### src/rtl/seg7_pkg.sv
`default_nettype none
// ============================================================================
// Module      : seg7_pkg
// Description : Shared constants for the 7-segment scan driver: hex segment
//               table, all-off pattern, scan FSM state encoding and a width
//               helper for the slot counter and digit index.
// Revision    : 1.0 - initial release
// ============================================================================
package seg7_pkg;

    // Active-high segment patterns {g,f,e,d,c,b,a}, indexed by nibble value.
    // The concatenation lists entry 15 first.
    localparam logic [15:0][6:0] c_SEG_TABLE = {
        7'h71, 7'h79, 7'h5E, 7'h39,   // F E d C
        7'h7C, 7'h77, 7'h6F, 7'h7F,   // b A 9 8
        7'h07, 7'h7D, 7'h6D, 7'h66,   // 7 6 5 4
        7'h4F, 7'h5B, 7'h06, 7'h3F    // 3 2 1 0
    };

    // Active-high "nothing lit" pattern.
    localparam logic [6:0] c_SEG_OFF = 7'h00;

    // Scan FSM state encoding.
    localparam int              c_ST_W     = 1;
    localparam logic [c_ST_W-1:0] c_ST_BLANK = 1'b0;
    localparam logic [c_ST_W-1:0] c_ST_SHOW  = 1'b1;

    // Bits needed to count 0..n-1, never less than one bit.
    function automatic int seg7_clog2(input int n);
        int result;
        int v;
        result = 0;
        v      = n - 1;
        while (v > 0) begin
            result = result + 1;
            v      = v >>> 1;
        end
        return (result < 1) ? 1 : result;
    endfunction

endpackage : seg7_pkg
`default_nettype wire

### src/rtl/seg7_hex_decode.sv
`default_nettype none
// ============================================================================
// Module      : seg7_hex_decode
// Description : Combinational hex nibble to active-high 7-segment pattern.
// Revision    : 1.0 - initial release
// ============================================================================
module seg7_hex_decode
    import seg7_pkg::*;
(
    input  logic [3:0] i_nibble,
    output logic [6:0] o_pattern
);

    // Straight table lookup; polarity is applied by the caller.
    assign o_pattern = c_SEG_TABLE[i_nibble];

endmodule : seg7_hex_decode
`default_nettype wire

### src/rtl/seg7_scan_mux.sv
`default_nettype none
// ============================================================================
// Module      : seg7_scan_mux
// Description : Time-multiplexed N-digit 7-segment driver. Scans digits
//               round-robin, blanks the start of every digit slot to stop
//               ghosting, decodes the frame snapshot nibble for the active
//               digit and registers seg/com. The packed value is captured
//               once per frame so a frame never mixes two values.
//               Optional build macro SEG7_LZ_BLANK_EN enables leading-zero
//               suppression (digit 0 is always shown).
// Revision    : 1.0 - initial release
// ============================================================================
module seg7_scan_mux
    import seg7_pkg::*;
#(
    parameter int NUM_DIGITS     = 2,
    parameter int REFRESH_DIV    = 4096,
    parameter int BLANK_CYCLES   = 16,
    parameter bit COM_ACTIVE_LOW = 1'b0,
    parameter bit SEG_ACTIVE_LOW = 1'b0
)(
    input  logic                    clk,
    input  logic                    rst,
    input  logic [4*NUM_DIGITS-1:0] value,
    input  logic [NUM_DIGITS-1:0]   digit_en,
    output logic [6:0]              seg,
    output logic [NUM_DIGITS-1:0]   com,
    output logic                    frame_start
);

    localparam int c_SLOT_W = seg7_clog2(REFRESH_DIV);
    localparam int c_IDX_W  = seg7_clog2(NUM_DIGITS);

    localparam logic [c_SLOT_W-1:0]   c_SLOT_LAST = c_SLOT_W'(REFRESH_DIV - 1);
    localparam logic [c_IDX_W-1:0]    c_IDX_LAST  = c_IDX_W'(NUM_DIGITS - 1);
    localparam logic [6:0]            c_SEG_DARK  = SEG_ACTIVE_LOW ? ~c_SEG_OFF : c_SEG_OFF;
    localparam logic [NUM_DIGITS-1:0] c_COM_DARK  = COM_ACTIVE_LOW ? {NUM_DIGITS{1'b1}}
                                                                   : {NUM_DIGITS{1'b0}};
    // With no blanking gap the very first slot cycle is already SHOW.
    localparam logic [c_ST_W-1:0]     c_ST_SLOT0  = (BLANK_CYCLES == 0) ? c_ST_SHOW : c_ST_BLANK;

    // ------------------------------------------------------------------------
    // Registered state
    // ------------------------------------------------------------------------
    logic [c_SLOT_W-1:0]     r_slot_cnt;
    logic [c_IDX_W-1:0]      r_digit_idx;
    logic [c_ST_W-1:0]       r_state;
    logic [4*NUM_DIGITS-1:0] r_snapshot;
    logic [6:0]              r_seg;
    logic [NUM_DIGITS-1:0]   r_com;
    logic                    r_frame_start;

    // ------------------------------------------------------------------------
    // Combinational signals
    // ------------------------------------------------------------------------
    logic                    w_slot_wrap;
    logic [c_SLOT_W-1:0]     w_slot_next;
    logic [c_IDX_W-1:0]      w_idx_next;
    logic [c_ST_W-1:0]       w_state_next;
    logic                    w_capture;
    logic [4*NUM_DIGITS-1:0] w_frame_data;
    logic [NUM_DIGITS-1:0]   w_idx_onehot;
    logic [NUM_DIGITS-1:0]   w_lz_blank;
    logic [3:0]              w_nibble;
    logic [6:0]              w_pattern;
    logic                    w_digit_lit;
    logic [6:0]              w_seg_next;
    logic [NUM_DIGITS-1:0]   w_com_next;

    // ------------------------------------------------------------------------
    // Slot counter and digit index
    // ------------------------------------------------------------------------
    assign w_slot_wrap = (r_slot_cnt == c_SLOT_LAST);
    assign w_slot_next = w_slot_wrap ? '0 : r_slot_cnt + 1'b1;
    assign w_idx_next  = !w_slot_wrap              ? r_digit_idx :
                         (r_digit_idx == c_IDX_LAST) ? '0          :
                                                       r_digit_idx + 1'b1;

    // Advance the slot counter every cycle and the digit index on slot wrap.
    always_ff @(posedge clk or posedge rst) begin
        if (rst) begin
            r_slot_cnt  <= '0;
            r_digit_idx <= '0;
        end else begin
            r_slot_cnt  <= w_slot_next;
            r_digit_idx <= w_idx_next;
        end
    end

    // ------------------------------------------------------------------------
    // Scan FSM: r_state is the phase belonging to the current r_slot_cnt
    // ------------------------------------------------------------------------
    // Hold the phase of the current slot cycle.
    always_ff @(posedge clk or posedge rst) begin
        if (rst) begin
            r_state <= c_ST_SLOT0;
        end else begin
            r_state <= w_state_next;
        end
    end

    // Leading cycles of each slot are BLANK, the rest SHOW.
    always_comb begin
        w_state_next = r_state;
        case (r_state)
            c_ST_BLANK: begin
                if (int'(w_slot_next) >= BLANK_CYCLES) w_state_next = c_ST_SHOW;
            end
            c_ST_SHOW: begin
                if (int'(w_slot_next) < BLANK_CYCLES) w_state_next = c_ST_BLANK;
            end
            default: w_state_next = c_ST_SLOT0;
        endcase
    end

    // ------------------------------------------------------------------------
    // Frame snapshot. The cycle at slot 0 of digit 0 uses the live value so
    // that frame's first displayed cycle already matches the new snapshot.
    // ------------------------------------------------------------------------
    assign w_capture    = (r_slot_cnt == '0) && (r_digit_idx == '0);
    assign w_frame_data = w_capture ? value : r_snapshot;

    // Capture the packed value once per frame, at the first cycle of digit 0.
    always_ff @(posedge clk or posedge rst) begin
        if (rst) begin
            r_snapshot <= '0;
        end else if (w_capture) begin
            r_snapshot <= value;
        end
    end

    // ------------------------------------------------------------------------
    // Digit select decode
    // ------------------------------------------------------------------------
    for (genvar gi = 0; gi < NUM_DIGITS; gi++) begin : g_idx_dec
        assign w_idx_onehot[gi] = (r_digit_idx == c_IDX_W'(gi));
    end

    // ------------------------------------------------------------------------
    // Leading-zero mask
    // ------------------------------------------------------------------------
`ifdef SEG7_LZ_BLANK_EN
    // Walk down from the top digit; a digit above 0 is dark while every
    // nibble from it upward is zero.
    always_comb begin : p_lz_mask
        logic v_zero_run;
        w_lz_blank = '0;
        v_zero_run = 1'b1;
        for (int i = NUM_DIGITS - 1; i >= 1; i--) begin
            v_zero_run    = v_zero_run && (w_frame_data[4*i +: 4] == 4'h0);
            w_lz_blank[i] = v_zero_run;
        end
    end
`else
    assign w_lz_blank = '0;
`endif

    // ------------------------------------------------------------------------
    // Nibble select and decode
    // ------------------------------------------------------------------------
    // Pick the nibble belonging to the active digit.
    always_comb begin
        w_nibble = 4'h0;
        for (int i = 0; i < NUM_DIGITS; i++) begin
            if (w_idx_onehot[i]) w_nibble = w_frame_data[4*i +: 4];
        end
    end

    seg7_hex_decode u_decode (
        .i_nibble  (w_nibble),
        .o_pattern (w_pattern)
    );

    assign w_digit_lit = (r_state == c_ST_SHOW) &&
                         (|(w_idx_onehot & digit_en & ~w_lz_blank));

    // Drive the lit digit with board polarity; everything else stays dark.
    always_comb begin
        w_seg_next = c_SEG_DARK;
        w_com_next = c_COM_DARK;
        if (w_digit_lit) begin
            w_seg_next = SEG_ACTIVE_LOW ? ~w_pattern    : w_pattern;
            w_com_next = COM_ACTIVE_LOW ? ~w_idx_onehot : w_idx_onehot;
        end
    end

    // ------------------------------------------------------------------------
    // Output registers
    // ------------------------------------------------------------------------
    // Register pins so they change glitch-free, one cycle after the counters.
    always_ff @(posedge clk or posedge rst) begin
        if (rst) begin
            r_seg         <= c_SEG_DARK;
            r_com         <= c_COM_DARK;
            r_frame_start <= 1'b0;
        end else begin
            r_seg         <= w_seg_next;
            r_com         <= w_com_next;
            r_frame_start <= w_capture;
        end
    end

    assign seg         = r_seg;
    assign com         = r_com;
    assign frame_start = r_frame_start;

endmodule : seg7_scan_mux
`default_nettype wire
### config.mk
export PLATFORM = sky130hd
export DESIGN_NAME = seg7_scan_mux
export DESIGN_NICKNAME = d
export VERILOG_FILES = /design/src/rtl/seg7_pkg.sv /design/src/rtl/seg7_hex_decode.sv /design/src/rtl/seg7_scan_mux.sv
export SDC_FILE = /design/constraint.sdc
export NUM_CORES = 1
export LEC_CHECK = 0
export ABC_AREA = 1
export ABC_CLOCK_PERIOD_IN_PS = 2700
export BUFFER_PORTS_ARGS = -buffer_cell sky130_fd_sc_hd__buf_2
export CAP_MARGIN = 40
export CORE_AREA = 3 3 66 68
export DETAILED_ROUTE_END_ITERATION = 10
export DIE_AREA = 0 0 69 71
export PLACE_DENSITY = 0.77
export SYNTH_ARGS = -nofsm -noshare
export SYNTH_HDL_FRONTEND = slang
export SYNTH_SLANG_ARGS = --single-unit
### constraint.sdc
create_clock -name clk -period 2.7 [get_ports clk]
set_input_delay 0.135 -clock clk [delete_from_list [all_inputs] [get_ports clk]]
set_output_delay 0.135 -clock clk [all_outputs]
set_load 0.02 [all_outputs]
==> flow_summary.ini <==
[timing]
finalHoldViolations = 0
setup_viol = 0
slew_viol_final = 0
finalCritPeriodShare_pct = 84.8
fin_crit_ns = 2.29
worst_pin_slew_ns = 0.457
grt_setup_unrepaired = no
slew_headroom_pct = 69.5
fmax_mhz = 437
fin_skew_ns = 0.00466
final.setup.tns_ns = 0

[route]
drt-total-wl_um = 3540
vias = 1526
antenna_left = 0
wl_per_cell_um = 11.3
drtPass1Iterations = 4
viasPerCell = 4.88
drc = 0
drtIter0Drc = 112

[setup_path]
r2r_slack_ns = 0.41
crit_required_ns = 2.86
slowest_delay_ns = 0.40
cp-endpoint = seg[0]$_DFF_PP0_
reg2reg_depth = 16
crit_type = reg2reg
reg2reg_to = seg[0]$_DFF_PP0_
critPathLaunchType = flip-flop
crit_slowest_cell = dfrtp_1
crit_start = r_slot_cnt[0]$_DFF_PP0_
r2r_start = r_slot_cnt[0]$_DFF_PP0_
cp_common_cell = inv_1
crit_chain = inv_1 -> ha_1 -> inv_1 -> nor2_1 -> nand2_2 -> nor2_4 -> nand3_1 -> nand3_1 -> nand2_1 -> inv_1 -> ha_1 -> inv_1 -> nand2_1 -> nand3_2 -> nand2_1 -> nor2_1
worstPathArrival_ns = 2.46
critPathCaptureType = flip-flop
crit_fanout = 7

[floorplanning]
placementRows = 23
io_pins = 22
fp.dieH_um = 71
die_area_mm2 = 0.00490
core_area_mm2 = 0.00391
floorplan.initialDensity_pct = 48.8
die_w_um = 69

[layout]
area_growth_pct = 12.7
diodes = 0
fill_cells = 376
drive_gt1_share_pct = 21.7
nNetsFinal = 285
final_cell_count_no_fill = 313
final_core_util_pct = 55.0

[synth]
synth_seq_cells = 32
synth_cell_type_count = 26
netlist_area_mm2 = 0.00191
yosys_warnings = 0
syn-num-nets = 256
yosysSeqAreaShare_pct = 42.0
synth_cells = 236
syn_avg_cell_area_um2 = 8.09

[placement]
place_hpwl_um = 2780
port_buffers = 21
place.gp.congestion = 0.915
dp.cells = 307

[min_path]
hold_class = in2reg

[outcome]
outcome = finished clean

[global_routing]
grt_pass1_vias = 1493
grt_pass1_wl_um = 6240
antenna_found_initial = 0
grt_usage_pct = 15.9
gr-total-overflow = 0
grt_max_degree = 33

[power]
power.total_uw = 906
power_density_mw_per_mm2 = 421
vdd_drop_max_uv = 353
p_leak_uw = 0.00115

[clocking]
tritoncts = yes
worstSkewPairLatency_ns = 0.28
cts_sinks = 32
cts_made_buffers = 5
root_buffer = clkbuf_8
cts.clk_slew.worst_paths_ns = 0.06
htreeDepth = 2
clk_path_buf_depth = 2
post_cts_buffers = 0

[job]
maxCapViolations = 0
==> cell usage in the layout, fill, tap and decap left out, types with 6 or more instances in the layout <==
master   count
nand2_1     57
inv_1       39
dfrtp_1     32
nand3_1     24
buf_2       21
nor2_1      19
ha_1         8
nand3_2      6
o21ai_0      6
a21oi_1      6
==> flip-flops by register name (all words and copies together) (netlist names) <==
signal       cells
frame_start      1
com              2
r_slot_cnt      12
r_state          1
r_snapshot       8
r_digit_idx      1
seg              7
==> per-layer routing <==
| metal | wire, um | global-route usage, % | part of all wire [%] |
|---|---|---|---|
| met5 | 0 | 0 | 0 |
| met4 | 48 | 5.64 | 1.4 |
| met3 | 160 | 5.11 | 4.5 |
| met2 | 1690 | 26.6 | 48 |
| met1 | 1640 | 19.2 | 46 |
==> final cells by class <==
cell class / count / area [um^2] / share of cell area [%]
clock buffer: 5 / 68.8 / 3.20
timing repair buffer: 23 / 123 / 5.70
inverter: 46 / 180 / 8.38
sequential: 32 / 801 / 37.2
tap: 50 / 62.6 / 2.91
multi-input combinational: 157 / 916 / 42.6
==> how the worst min path moves through the flow <==
stage,start,depth (start not counted),to,slack [ns]
after floorplan,rst,1,com[0]$_DFF_PP0_,0.25
after global placement,rst,3,frame_start$_DFF_PP0_,0.24
after detailed placement,rst,3,frame_start$_DFF_PP0_,0.24
after CTS,value[1],3,r_snapshot[1]$_DFF_PP0_,0.13
after global routing,value[1],3,r_snapshot[1]$_DFF_PP0_,0.14
final,value[1],3,r_snapshot[1]$_DFF_PP0_,0.13
==> critical path: cells and delay by family (launching register included) <==
family | cells | cell delay [ns]
and+or+nand+nor | 10 | 1.02
buffers and inverters | 4 | 0.35
DFF | 1 | 0.40
adders and majority gates | 2 | 0.39
==> report_power, final <==
part	internal (uW)	total, uW	switching, uW
sequential	495	499	3.97
combinational	32.3	94.8	62.5
clock	165	312	147
==> what timing repair did <==
| action | 4_1_cts | 5_1_grt |
|---|---|---|
| gates resized for setup | 0 | 0 |
| hold buffers | 1 | 0 |
| hold endpoints to repair | 32 | 0 |
==> stage by stage <==
stage	setup WS (ns)	instance area (um^2)	hold WS [ns]
after CTS	0.389	2150	0.129
after detailed placement	0.419	2070	0.239
after global routing	0.134	2150	0.141
after global placement	0.551	2070	0.241
after floorplan	0.697	1910	0.251
final	0.410	2150	0.129
==> cell usage after synthesis <==
cell | n | area, um^2
a21oi_1 | 6 | 30.0
o21bai_1 | 2 | 15.0
nor2_4 | 5 | 56.3
o21ai_0 | 6 | 30.0
xor2_1 | 4 | 35.0
inv_1 | 39 | 146
nand4_1 | 2 | 12.5
nor2_1 | 19 | 71.3
nor2_8 | 1 | 20.0
o21ai_1 | 3 | 15.0
nand3b_1 | 1 | 7.51
clkinv_4 | 1 | 8.76
buf_6 | 1 | 11.3
nand2_2 | 4 | 25.0
nor4_1 | 1 | 6.26
inv_2 | 5 | 18.8
nand3_1 | 24 | 120
inv_4 | 1 | 6.26
nor3_1 | 1 | 5.00
nand2_4 | 3 | 33.8
ha_1 | 8 | 100
dfrtp_1 | 32 | 801
nand3_4 | 3 | 52.6
nand3_2 | 6 | 60.1
nand2_1 | 57 | 214
nor2_2 | 1 | 6.26
==> logic make-up after synthesis <==
group / synth area share (%)
flops: 42.0
compound gates: 4.72
buf+inv: 10.0
fa+ha+maj: 5.25
xor+xnor: 1.84
simple gates: 36.2
Power figures use the tool's default switching activity.
